`src/rtl/pc_branch_unit_if.sv`:
```
// Control-flow request / fetch-address bundle between the decoder side (master)
// and the program-counter stage (slave).
interface pc_branch_unit_if #(
   parameter int unsigned PC_W        = 10,
   parameter int unsigned STACK_DEPTH = 16
);

   localparam int unsigned DEPTH_W = $clog2(STACK_DEPTH) + 1;

   // Request side: decoded op, destination and the selected flag bit.
   logic                en;
   logic [2:0]          op;
   logic [PC_W-1:0]     target;
   logic                cond;

   // Response side: registered fetch state.
   logic [PC_W-1:0]     pc;
   logic                halted;
   logic [DEPTH_W-1:0]  depth;
   logic                stack_ovf;
   logic                stack_unf;

   modport master (
      output en, op, target, cond,
      input  pc, halted, depth, stack_ovf, stack_unf
   );

   modport slave (
      input  en, op, target, cond,
      output pc, halted, depth, stack_ovf, stack_unf
   );

endinterface

```
`src/rtl/pc_branch_unit.sv`:
```
// Program counter and control-flow stage: sequential fetch, jump, conditional
// branch, call/return through a hardware return-address stack, and halt.
// All outputs come straight from registers.
module pc_branch_unit #(
   parameter int unsigned PC_W        = 10,
   parameter int unsigned STACK_DEPTH = 16
) (
   input logic             clk,
   input logic             rst,
   pc_branch_unit_if.slave bus
);

   localparam int unsigned AW = $clog2(STACK_DEPTH);
   localparam int unsigned DW = AW + 1;

   typedef enum logic [2:0] {
      OpInc = 3'b000,
      OpJmp = 3'b001,
      OpBrh = 3'b010,
      OpCal = 3'b011,
      OpRet = 3'b100,
      OpHlt = 3'b101
   } op_e;

   typedef enum logic {
      StRun  = 1'b0,
      StHalt = 1'b1
   } state_e;

   state_e          state_q;
   logic [PC_W-1:0] pc_q;
   logic [DW-1:0]   depth_q;
   logic            ovf_q;
   logic            unf_q;
   logic [PC_W-1:0] stack_q [STACK_DEPTH];

   op_e             op;
   logic            advance;
   logic            full;
   logic            empty;
   logic            push;
   logic [PC_W-1:0] pc_inc;
   logic [PC_W-1:0] top;
   logic [DW-1:0]   depth_dec;
   logic [AW-1:0]   wr_idx;
   logic [AW-1:0]   rd_idx;

   // Decode and stack addressing; the top entry is read combinationally.
   always_comb begin
      op        = op_e'(bus.op);
      advance   = bus.en && (state_q == StRun);
      full      = (depth_q == DW'(STACK_DEPTH));
      empty     = (depth_q == '0);
      pc_inc    = pc_q + PC_W'(1);
      depth_dec = depth_q - DW'(1);
      // When full the write index aliases entry 0, but push is blocked then.
      wr_idx    = depth_q[AW-1:0];
      rd_idx    = depth_dec[AW-1:0];
      top       = stack_q[rd_idx];
      push      = !rst && advance && (op == OpCal) && !full;
   end

   // Control state: pc, stack depth, run/halt and sticky error flags.
   always_ff @(posedge clk) begin
      if (rst) begin
         state_q <= StRun;
         pc_q    <= '0;
         depth_q <= '0;
         ovf_q   <= 1'b0;
         unf_q   <= 1'b0;
      end else if (advance) begin
         case (op)
            OpJmp: pc_q <= bus.target;
            OpBrh: pc_q <= bus.cond ? bus.target : pc_inc;
            OpCal: begin
               pc_q <= bus.target;
               if (full) begin
                  ovf_q <= 1'b1;
               end else begin
                  depth_q <= depth_q + DW'(1);
               end
            end
            OpRet: begin
               if (empty) begin
                  pc_q  <= pc_inc;
                  unf_q <= 1'b1;
               end else begin
                  pc_q    <= top;
                  depth_q <= depth_dec;
               end
            end
            OpHlt:   state_q <= StHalt;
            // 110/111 fall through to sequential fetch.
            default: pc_q <= pc_inc;
         endcase
      end
   end

   // Return-address storage; contents need no reset since depth gates reads.
   always_ff @(posedge clk) begin
      if (push) begin
         stack_q[wr_idx] <= pc_inc;
      end
   end

   // Registered outputs.
   always_comb begin
      bus.pc        = pc_q;
      bus.halted    = (state_q == StHalt);
      bus.depth     = depth_q;
      bus.stack_ovf = ovf_q;
      bus.stack_unf = unf_q;
   end

endmodule

```
`src/flat_wrapper.sv`:
```
// flat-port wrapper written by rule: the top's interface ports become plain ports
module pc_branch_unit_flat 
#(
   parameter int unsigned PC_W        = 10,
   parameter int unsigned STACK_DEPTH = 16
)
  (clk, rst, bus_en, bus_op, bus_target, bus_cond, bus_pc, bus_halted, bus_depth, bus_stack_ovf, bus_stack_unf);
  pc_branch_unit_if #(.PC_W(PC_W), .STACK_DEPTH(STACK_DEPTH)) bus_i ();
  input logic clk;
  input logic rst;
  input wire logic [$bits(bus_i.en)-1:0] bus_en;
  input wire logic [$bits(bus_i.op)-1:0] bus_op;
  input wire logic [$bits(bus_i.target)-1:0] bus_target;
  input wire logic [$bits(bus_i.cond)-1:0] bus_cond;
  output wire logic [$bits(bus_i.pc)-1:0] bus_pc;
  output wire logic [$bits(bus_i.halted)-1:0] bus_halted;
  output wire logic [$bits(bus_i.depth)-1:0] bus_depth;
  output wire logic [$bits(bus_i.stack_ovf)-1:0] bus_stack_ovf;
  output wire logic [$bits(bus_i.stack_unf)-1:0] bus_stack_unf;
  assign bus_i.en = bus_en;
  assign bus_i.op = bus_op;
  assign bus_i.target = bus_target;
  assign bus_i.cond = bus_cond;
  assign bus_pc = bus_i.pc;
  assign bus_halted = bus_i.halted;
  assign bus_depth = bus_i.depth;
  assign bus_stack_ovf = bus_i.stack_ovf;
  assign bus_stack_unf = bus_i.stack_unf;
  pc_branch_unit #(.PC_W(PC_W), .STACK_DEPTH(STACK_DEPTH)) u_core (.clk(clk), .rst(rst), .bus(bus_i));
endmodule
```
`config.mk`:
```
export PLATFORM = sky130hd
export DESIGN_NAME = pc_branch_unit_flat
export DESIGN_NICKNAME = d
export VERILOG_FILES = /design/src/rtl/pc_branch_unit_if.sv /design/src/rtl/pc_branch_unit.sv /design/src/flat_wrapper.sv
export SDC_FILE = /design/constraint.sdc
export NUM_CORES = 1
export LEC_CHECK = 0
export ABC_AREA = 1
export CAP_MARGIN = 30
export CORE_MARGIN = 8
export CORE_UTILIZATION = 27
export DETAILED_ROUTE_END_ITERATION = 16
export PLACE_DENSITY_LB_ADDON = 0.08
export SLEW_MARGIN = 5
export SYNTH_ARGS = -nofsm -noshare
export SYNTH_HDL_FRONTEND = slang
export SYNTH_SLANG_ARGS = --single-unit
```
`constraint.sdc`:
```
create_clock -name clk -period 3.6 [get_ports clk]
set_clock_uncertainty 0.1 [all_clocks]
set_input_delay 0.54 -clock clk [delete_from_list [all_inputs] [get_ports clk]]
set_output_delay 0.54 -clock clk [all_outputs]
set_load 0.02 [all_outputs]
```
==> results of run 1 <==
-- cells in the final DEF, fill, tap and decap left out, types with 2 or more instances in the layout --
master	instances
sky130_fd_sc_hd__nor2_1	74
sky130_fd_sc_hd__clkinvlp_4	3
sky130_fd_sc_hd__inv_1	41
sky130_fd_sc_hd__edfxtp_1	160
sky130_fd_sc_hd__inv_2	5
sky130_fd_sc_hd__ha_1	6
sky130_fd_sc_hd__o21ai_1	4
sky130_fd_sc_hd__clkinv_4	3
sky130_fd_sc_hd__nand4_1	4
sky130_fd_sc_hd__clkinv_1	2
sky130_fd_sc_hd__buf_4	30
sky130_fd_sc_hd__inv_6	2
sky130_fd_sc_hd__clkdlybuf4s50_1	34
sky130_fd_sc_hd__nand2_1	192
sky130_fd_sc_hd__dfxtp_1	17
sky130_fd_sc_hd__o21ai_0	33
sky130_fd_sc_hd__a21oi_1	28
sky130_fd_sc_hd__nand3_2	3
sky130_fd_sc_hd__nand3_1	130
sky130_fd_sc_hd__xor2_1	7
sky130_fd_sc_hd__nor3_1	7
sky130_fd_sc_hd__inv_8	2
sky130_fd_sc_hd__clkbuf_16	17
-- per-layer routing --
metal | up-vias | GRT usage
met2 | 110 | 0.237
met1 | 2816 | 0.182
met5 | - | 0
met3 | 15 | 0.0242
li1 | 2692 | -
met4 | 0 | 0.0360
-- worst min path at each step --
stage               slack [ns]                   end
global placement          0.37  u_core.bus.stack_unf
detailed placement        0.37     u_core.bus.halted
floorplan                 0.45     u_core.bus.halted
CTS                       0.38     u_core.bus.halted
finish                    0.37  u_core.bus.stack_unf
global route              0.43  u_core.bus.stack_unf
-- cell type report --
cell class	instances	area, um2
Clock buffer	18	429
Timing Repair Buffer	64	566
Inverter	47	179
Multi-Input combinational cell	497	2280
Sequential cell	178	5170
Fill cell	2952	19500
Clock inverter	13	126
Tap cell	384	480
-- flip-flops by register name, summed over array words and instances (netlist names) --
signal	count
u_core.bus.pc	10
u_core.bus.stack_unf	1
u_core.stack_q	160
u_core.bus.halted	1
u_core.bus.depth	5
u_core.bus.stack_ovf	1
-- cell families after synthesis --
| kind of cell | share of synthesized area |
|---|---|
| AND/OR/NAND/NOR | 0.226 |
| flip-flops | 0.658 |
| buffers and inverters | 0.0524 |
| AO/OA/AOI/OAI | 0.0435 |
| XOR/XNOR | 0.0100 |
| adder cells (fa/ha/maj) | 0.00956 |
-- worst max-delay path, delay by kind of cell, from the launching register on --
family / cells / cell delay (ns)
flops: 1 / 0.35
buf+inv: 2 / 1.49
-- power groups by stage --
stage | Clock [mW] | Sequential, mW | Combinational (mW)
after floorplan | 0 | 2.37 | 0.320
after global placement | 0 | 2.37 | 0.595
after detailed placement | 0 | 2.37 | 0.596
after CTS | 1.82 | 2.32 | 0.597
after global routing | 1.92 | 2.32 | 0.643
final | 1.77 | 2.32 | 0.586
-- through the flow --
step,utilization,instances,setup slack (ns),power [mW]
2_1_floorplan,-,759,0.777,2.69
3_3_place_gp,0.302,1170,1.02,2.96
3_5_place_dp,0.302,1170,1.05,2.96
4_1_cts,0.321,1201,0.629,4.74
5_1_grt,0.321,1201,0.578,4.88
6_report,0.321,1201,0.672,4.68
==> reports/metrics.json, run 1 <==
{
  "clock_tree": {
    "cts.repair.resized": 0,
    "cts_root_buf": "sky130_fd_sc_hd__clkbuf_16",
    "post_cts.repair.setup_buffers": 0,
    "clk-insertion-delay-late_ns": 0.43,
    "cts_buffers": 17,
    "cts-root-to-sink-buffers": 2,
    "cts_tree": "done",
    "cts.sink_count": 178,
    "cts_h_tree_lvls": 4,
    "holdBufCountCts": 0,
    "cts.clk_slew.worst_paths_ns": 0.06
  },
  "global_routing": {
    "grt_max_degree": 85,
    "grt_use_total": 0.140,
    "grt_antenna_before_repair": 1,
    "overflow_left_after_global_routing": 0,
    "first_global_vias": 5657,
    "grt_first_pass_wirelength_um": 36100
  },
  "floorplanning": {
    "floorplan.initialDensity": 0.273,
    "core-area_um2": 28700,
    "io-pin-count": 35,
    "die_h_um": 186,
    "total_die_area_um2": 34800,
    "fp.dieW_um": 186,
    "placementRows": 62
  },
  "final_layout": {
    "layout.nets": 828,
    "final_design_area_no_fill_um2": 9230,
    "drive_gt1_frac": 0.0894,
    "antennaDiodeCount": 0,
    "synthToLayoutAreaGrowth_pct": 17.6
  },
  "placed_design": {
    "finalWeightedCongestion": 0.813,
    "place.port_buffers": 34,
    "dp_hpwl_um": 16000,
    "place_area_um2": 8670
  },
  "worst_setup_path": {
    "timing.critical_path.from": "u_core.bus.depth[0]",
    "cp-start-kind": "flip-flop",
    "timing.rr.start": "u_core.bus.depth[1]",
    "critical_path.endpoint_type": "output pin",
    "critical_path.slowest_cell": "sky130_fd_sc_hd__clkdlybuf4s50_1",
    "crit_arrival_ns": 2.29,
    "critical_path.max_stage_delay_ns": 0.77,
    "critical_path.max_fanout": 84,
    "series_of_cell_instances_along_the_critical_path": "buf_4, clkdlybuf4s50_1",
    "required_ns": 2.96,
    "worst_setup_path_endpoint": "bus_depth[0]",
    "setup.worst_path.class": "reg2out",
    "regToRegSetupSlack_ns": 1.14,
    "crit-reg2reg-capture": "u_core.bus.pc[1]",
    "worst_r2r_path_depth": 10
  },
  "route": {
    "wire_length_on_met3_um": 954,
    "detail_route.vias_per_cell": 4.69,
    "routedLengthMet1_um": 10900,
    "drcViolationCount": 0,
    "drt_first_pass_iters": 6,
    "routed_via_count": 5633,
    "highest_layer": "met4",
    "avgRoutedWirePerCell_um": 20.1,
    "wl_met2_um": 12100,
    "detail_route.iter0.violations": 416,
    "antenna_violating_nets_post_route": 0,
    "totalWireLength_um": 24200
  },
  "flow_run": {
    "cap_violations": 0
  },
  "timing": {
    "layout_min_cycle_time_ns": 2.93,
    "finalHoldViolCount": 0,
    "layout_worst_path_cycle_share": 0.813,
    "rsz0062_at_grt": "false",
    "worst-slew-pin-transition_ns": 0.964,
    "slew_headroom": 0.356,
    "timing.final.setup_violations": 0,
    "report.final.slew_viol_count": 0,
    "fin_setup_tns_ns": 0,
    "fin_hold_ws_ns": 0.374,
    "max_freq_mhz": 342
  },
  "yosys": {
    "synth.avg_cell_area_um2": 10.3,
    "postSynthRegisterBits": 178,
    "yosys_warnings": 0,
    "synthMostInstantiatedCell": "sky130_fd_sc_hd__nand2_1",
    "synthDominantCellAreaShare": 0.612,
    "synth-seq-area-share": 0.658,
    "synth_top_area_cell": "sky130_fd_sc_hd__edfxtp_1",
    "synthFlopType": "sky130_fd_sc_hd__edfxtp_1",
    "synth_enable_flop_cells": 160,
    "syn-instance-count": 759,
    "synth_area_um2": 7850,
    "syn_nets": 782,
    "ys_types": 29,
    "async_reset_ff_frac": 0,
    "synth_area_leaders": "sky130_fd_sc_hd__edfxtp_1 (61%), sky130_fd_sc_hd__nand2_1 (9.2%), sky130_fd_sc_hd__nand3_1 (8.3%)",
    "synth_top_cells_by_count": "sky130_fd_sc_hd__nand2_1 (192), sky130_fd_sc_hd__edfxtp_1 (160), sky130_fd_sc_hd__nand3_1 (130)"
  },
  "power_and_ir_drop": {
    "power-per-cell-area_nw_per_um2": 507,
    "internal_power_mw": 3.42,
    "switching_share": 0.270,
    "power.share.clock": 0.379,
    "total_leakage_power_nw": 3.38,
    "power.combinational.fraction": 0.125,
    "ir_worst_vdd_mv": 0.295,
    "sequentialPowerShare": 0.496,
    "netSwitchingPower_mw": 1.26
  },
  "min_path": {
    "worstHoldPathCells": 2,
    "worst_hold_path_type": "reg2reg",
    "worst_hold_startpoint": "u_core.bus.stack_unf"
  },
  "status": {
    "run_status": "finished clean"
  }
}
Power figures use the tool's default switching activity.
==> run 2, diff against run 1 <==
- clock period: 3.6 -> 2.45 ns (I/O delays scaled with it)
==> run 2 against run 1 <==
Net effect:
- first-iteration DRC count decreased by 0.72%
- critical path type unchanged
- critical path depth unchanged
- worst hold slack improved by 0.0024 ns
- register-to-register slack worse by 0.94 ns
- via count down 1.2%
- highest routed layer unchanged
==> reports/metrics.json, run 2 (synthesis results as in run 1) <==
{
  "status": {
    "run_status": {"value": "finished clean", "change": "unchanged"}
  },
  "power_and_ir_drop": {
    "total_leakage_power": {"value": 3.52, "unit": "nW", "change": "was 3.38 nW"},
    "power.total": {"value": 6.96, "unit": "mW", "change": "was 4.68 mW"},
    "power-per-cell-area": {"value": 721, "unit": "nW/um2", "change": "was 507 nW/um2"},
    "ir_worst_vdd": {"value": 0.307, "unit": "mV", "change": "was 0.295 mV"}
  },
  "worst_setup_path": {
    "critical_path.max_fanout": {"value": 42, "change": "was 84"},
    "required": {"value": 1.98, "unit": "ns", "change": "was 2.96 ns"},
    "setup.worst_path.class": {"value": "reg2out", "change": "unchanged"},
    "critical_path.endpoint_type": {"value": "output pin", "change": "unchanged"},
    "crit_arrival": {"value": 1.82, "unit": "ns", "change": "was 2.29 ns"},
    "cp-start-kind": {"value": "flip-flop", "change": "unchanged"}
  },
  "final_layout": {
    "antennaDiodeCount": {"value": 0, "change": "unchanged"},
    "most_common_cell_after_layout_fill_and_taps_aside": {"value": "sky130_fd_sc_hd__nand2_1", "change": "unchanged"},
    "final_cell_mix": {"value": "sky130_fd_sc_hd__nand2_1 (190), sky130_fd_sc_hd__edfxtp_1 (160), sky130_fd_sc_hd__nand3_1 (129)", "change": "was sky130_fd_sc_hd__nand2_1 (192), sky130_fd_sc_hd__edfxtp_1 (160), sky130_fd_sc_hd__nand3_1 (130)"},
    "largest-register": {"value": "u_core.stack_q", "change": "unchanged"},
    "multi_input_area": {"value": 2380, "unit": "um2", "change": "was 2280 um2"},
    "synthToLayoutAreaGrowth": {"value": 23.0, "unit": "%", "change": "was 17.6%"},
    "filler_cell_count": {"value": 2959, "change": "was 2,952"},
    "largest_reg_flops": {"value": 160, "change": "unchanged"},
    "layout.nets": {"value": 846, "change": "was 828"},
    "drive_gt1_frac": {"value": 0.132, "change": "was 0.0894"},
    "area.sequential": {"value": 5170, "unit": "um2", "change": "unchanged"}
  },
  "floorplanning": {
    "die_h": {"value": 186, "unit": "um", "change": "unchanged"},
    "core-area": {"value": 28700, "unit": "um2", "change": "unchanged"},
    "fp.dieW": {"value": 186, "unit": "um", "change": "unchanged"},
    "floorplan.initialDensity": {"value": 0.273, "change": "unchanged"},
    "io-pin-count": {"value": 35, "change": "unchanged"},
    "total_die_area": {"value": 34800, "unit": "um2", "change": "unchanged"},
    "placementRows": {"value": 62, "change": "unchanged"}
  },
  "route": {
    "routed_via_count": {"value": 5567, "change": "was 5,633"},
    "drt_first_pass_iters": {"value": 5, "change": "was 6"},
    "drcViolationCount": {"value": 0, "change": "unchanged"},
    "antenna_violating_nets_post_route": {"value": 0, "change": "unchanged"},
    "detail_route.iter0.violations": {"value": 413, "change": "was 416"},
    "avgRoutedWirePerCell": {"value": 19.6, "unit": "um", "change": "was 20.1 um"},
    "totalWireLength": {"value": 24000, "unit": "um", "change": "was 24,200 um"},
    "detail_route.vias_per_cell": {"value": 4.56, "change": "was 4.69"}
  },
  "clock_tree": {
    "clk-insertion-delay-late": {"value": 0.43, "unit": "ns", "change": "about the same"},
    "cts_root_buf": {"value": "sky130_fd_sc_hd__clkbuf_16", "change": "unchanged"},
    "cts_h_tree_lvls": {"value": 4, "change": "unchanged"},
    "cts_tree": {"value": "done", "change": "unchanged"},
    "cts.clk_slew.worst_paths": {"value": 0.07, "unit": "ns", "change": "was 0.06 ns"},
    "cts.sink_count": {"value": 178, "change": "unchanged"},
    "cts_buffers": {"value": 17, "change": "unchanged"},
    "cts-root-to-sink-buffers": {"value": 2, "change": "unchanged"}
  },
  "timing": {
    "layout_min_cycle_time_ns": 2.29,
    "fin_setup_tns": {"value": 0, "unit": "ns", "change": "unchanged"},
    "fin_hold_ws": {"value": 0.376, "unit": "ns", "change": "was 0.374 ns"},
    "post-route-worst-setup-slack": {"value": 0.160, "unit": "ns", "change": "was 0.672 ns"},
    "slew_headroom": {"value": 0.419, "change": "was 0.356"},
    "finalHoldViolCount": {"value": 0, "change": "unchanged"},
    "rsz0062_at_grt": {"value": "false", "change": "unchanged"},
    "timing.final.setup_violations": {"value": 0, "change": "unchanged"},
    "report.final.slew_viol_count": {"value": 0, "change": "unchanged"},
    "worst-slew-pin-transition": {"value": 0.871, "unit": "ns", "change": "was 0.964 ns"},
    "layout_worst_path_cycle_share": 0.935,
    "max_freq_mhz": 437
  },
  "placed_design": {
    "place.port_buffers": {"value": 34, "change": "unchanged"},
    "finalWeightedCongestion": {"value": 0.781, "change": "was 0.813"},
    "detailedPlace.worstSlack": {"value": 0.0746, "unit": "ns", "change": "was 1.05 ns"},
    "dp_hpwl": {"value": 16200, "unit": "um", "change": "was 16,000 um"}
  },
  "global_routing": {
    "grt_use_total": {"value": 0.137, "change": "was 0.140"},
    "grt_max_degree": {"value": 85, "change": "unchanged"},
    "overflow_left_after_global_routing": {"value": 0, "change": "unchanged"},
    "grt_antenna_before_repair": {"value": 0, "change": "was 1"},
    "first_global_vias": {"value": 5721, "change": "was 5,657"},
    "grt_first_pass_wirelength": {"value": 35900, "unit": "um", "change": "was 36,100 um"}
  },
  "min_path": {
    "worst_hold_path_type": {"value": "reg2reg", "change": "unchanged"}
  },
  "flow_run": {
    "cap_violations": {"value": 0, "change": "unchanged"}
  }
}
[run 2: cell count changes in the layout (fill, tap and decap cells not counted), sizes merged]
cell / change
clkinv: -1
clkbuf: +2
buf: +17
clkinvlp: +1
[run 2: critical path, stage by stage (launching register included)]
cell and delay [ns]:
sky130_fd_sc_hd__dfxtp_2 0.46, sky130_fd_sc_hd__buf_16 0.26, sky130_fd_sc_hd__clkdlybuf4s50_1 0.66
[run 2: final cells by class]
| type | count | share of cell area |
|---|---|---|
| Sequential cell | 178 | 0.535 |
| Clock buffer | 19 | 0.0448 |
| Clock inverter | 13 | 0.0133 |
| Timing Repair Buffer | 82 | 0.0920 |
| Multi-Input combinational cell | 497 | 0.246 |
| Tap cell | 384 | 0.0498 |
| Inverter | 47 | 0.0185 |
[run 2: repair_timing]
item	in CTS	in global routing
buffers inserted	0	0
hold buffers	0	0
gates resized for setup	1	0
setup endpoints to repair	1	1
gates cloned	0	1
[run 2: power by group]
part / leakage (nW) / internal, mW / switching, mW
logic: 1.65 / 0.303 / 0.630
registers: 1.61 / 3.37 / 0.0323
clock network: 0.262 / 1.42 / 1.21
[run 2: path summary, 6_finish.rpt]
| path | startpoint | endpoint | slack (ns) | cells after the start |
|---|---|---|---|---|
| hold / removal | u_core.bus.stack_ovf | u_core.bus.stack_ovf | 0.38 | 2 |
| setup reg to reg | u_core.bus.depth[0] | u_core.bus.pc[1] | 0.20 | 11 |
| setup / recovery | u_core.bus.depth[0] | bus_depth[0] | 0.16 | 2 |
| hold reg to reg | u_core.bus.stack_ovf | u_core.bus.stack_ovf | 0.38 | 2 |
[run 2: stage by stage]
stage	util	cells	instance area (um2)
CTS	0.336	1219	9630
global route	0.336	1220	9660
finish	0.336	1220	9660
detailed placement	0.316	1187	9060
global placement	0.316	1187	9060
floorplan	-	759	7950
[run 2: per-layer routing]
layer	vias to the layer above	GRT usage	routed length (um)
met3	15	0.0231	785
li1	2726	-	-
met1	2738	0.174	11000
met5	-	0	0
met4	0	0.0296	178
met2	88	0.240	12000
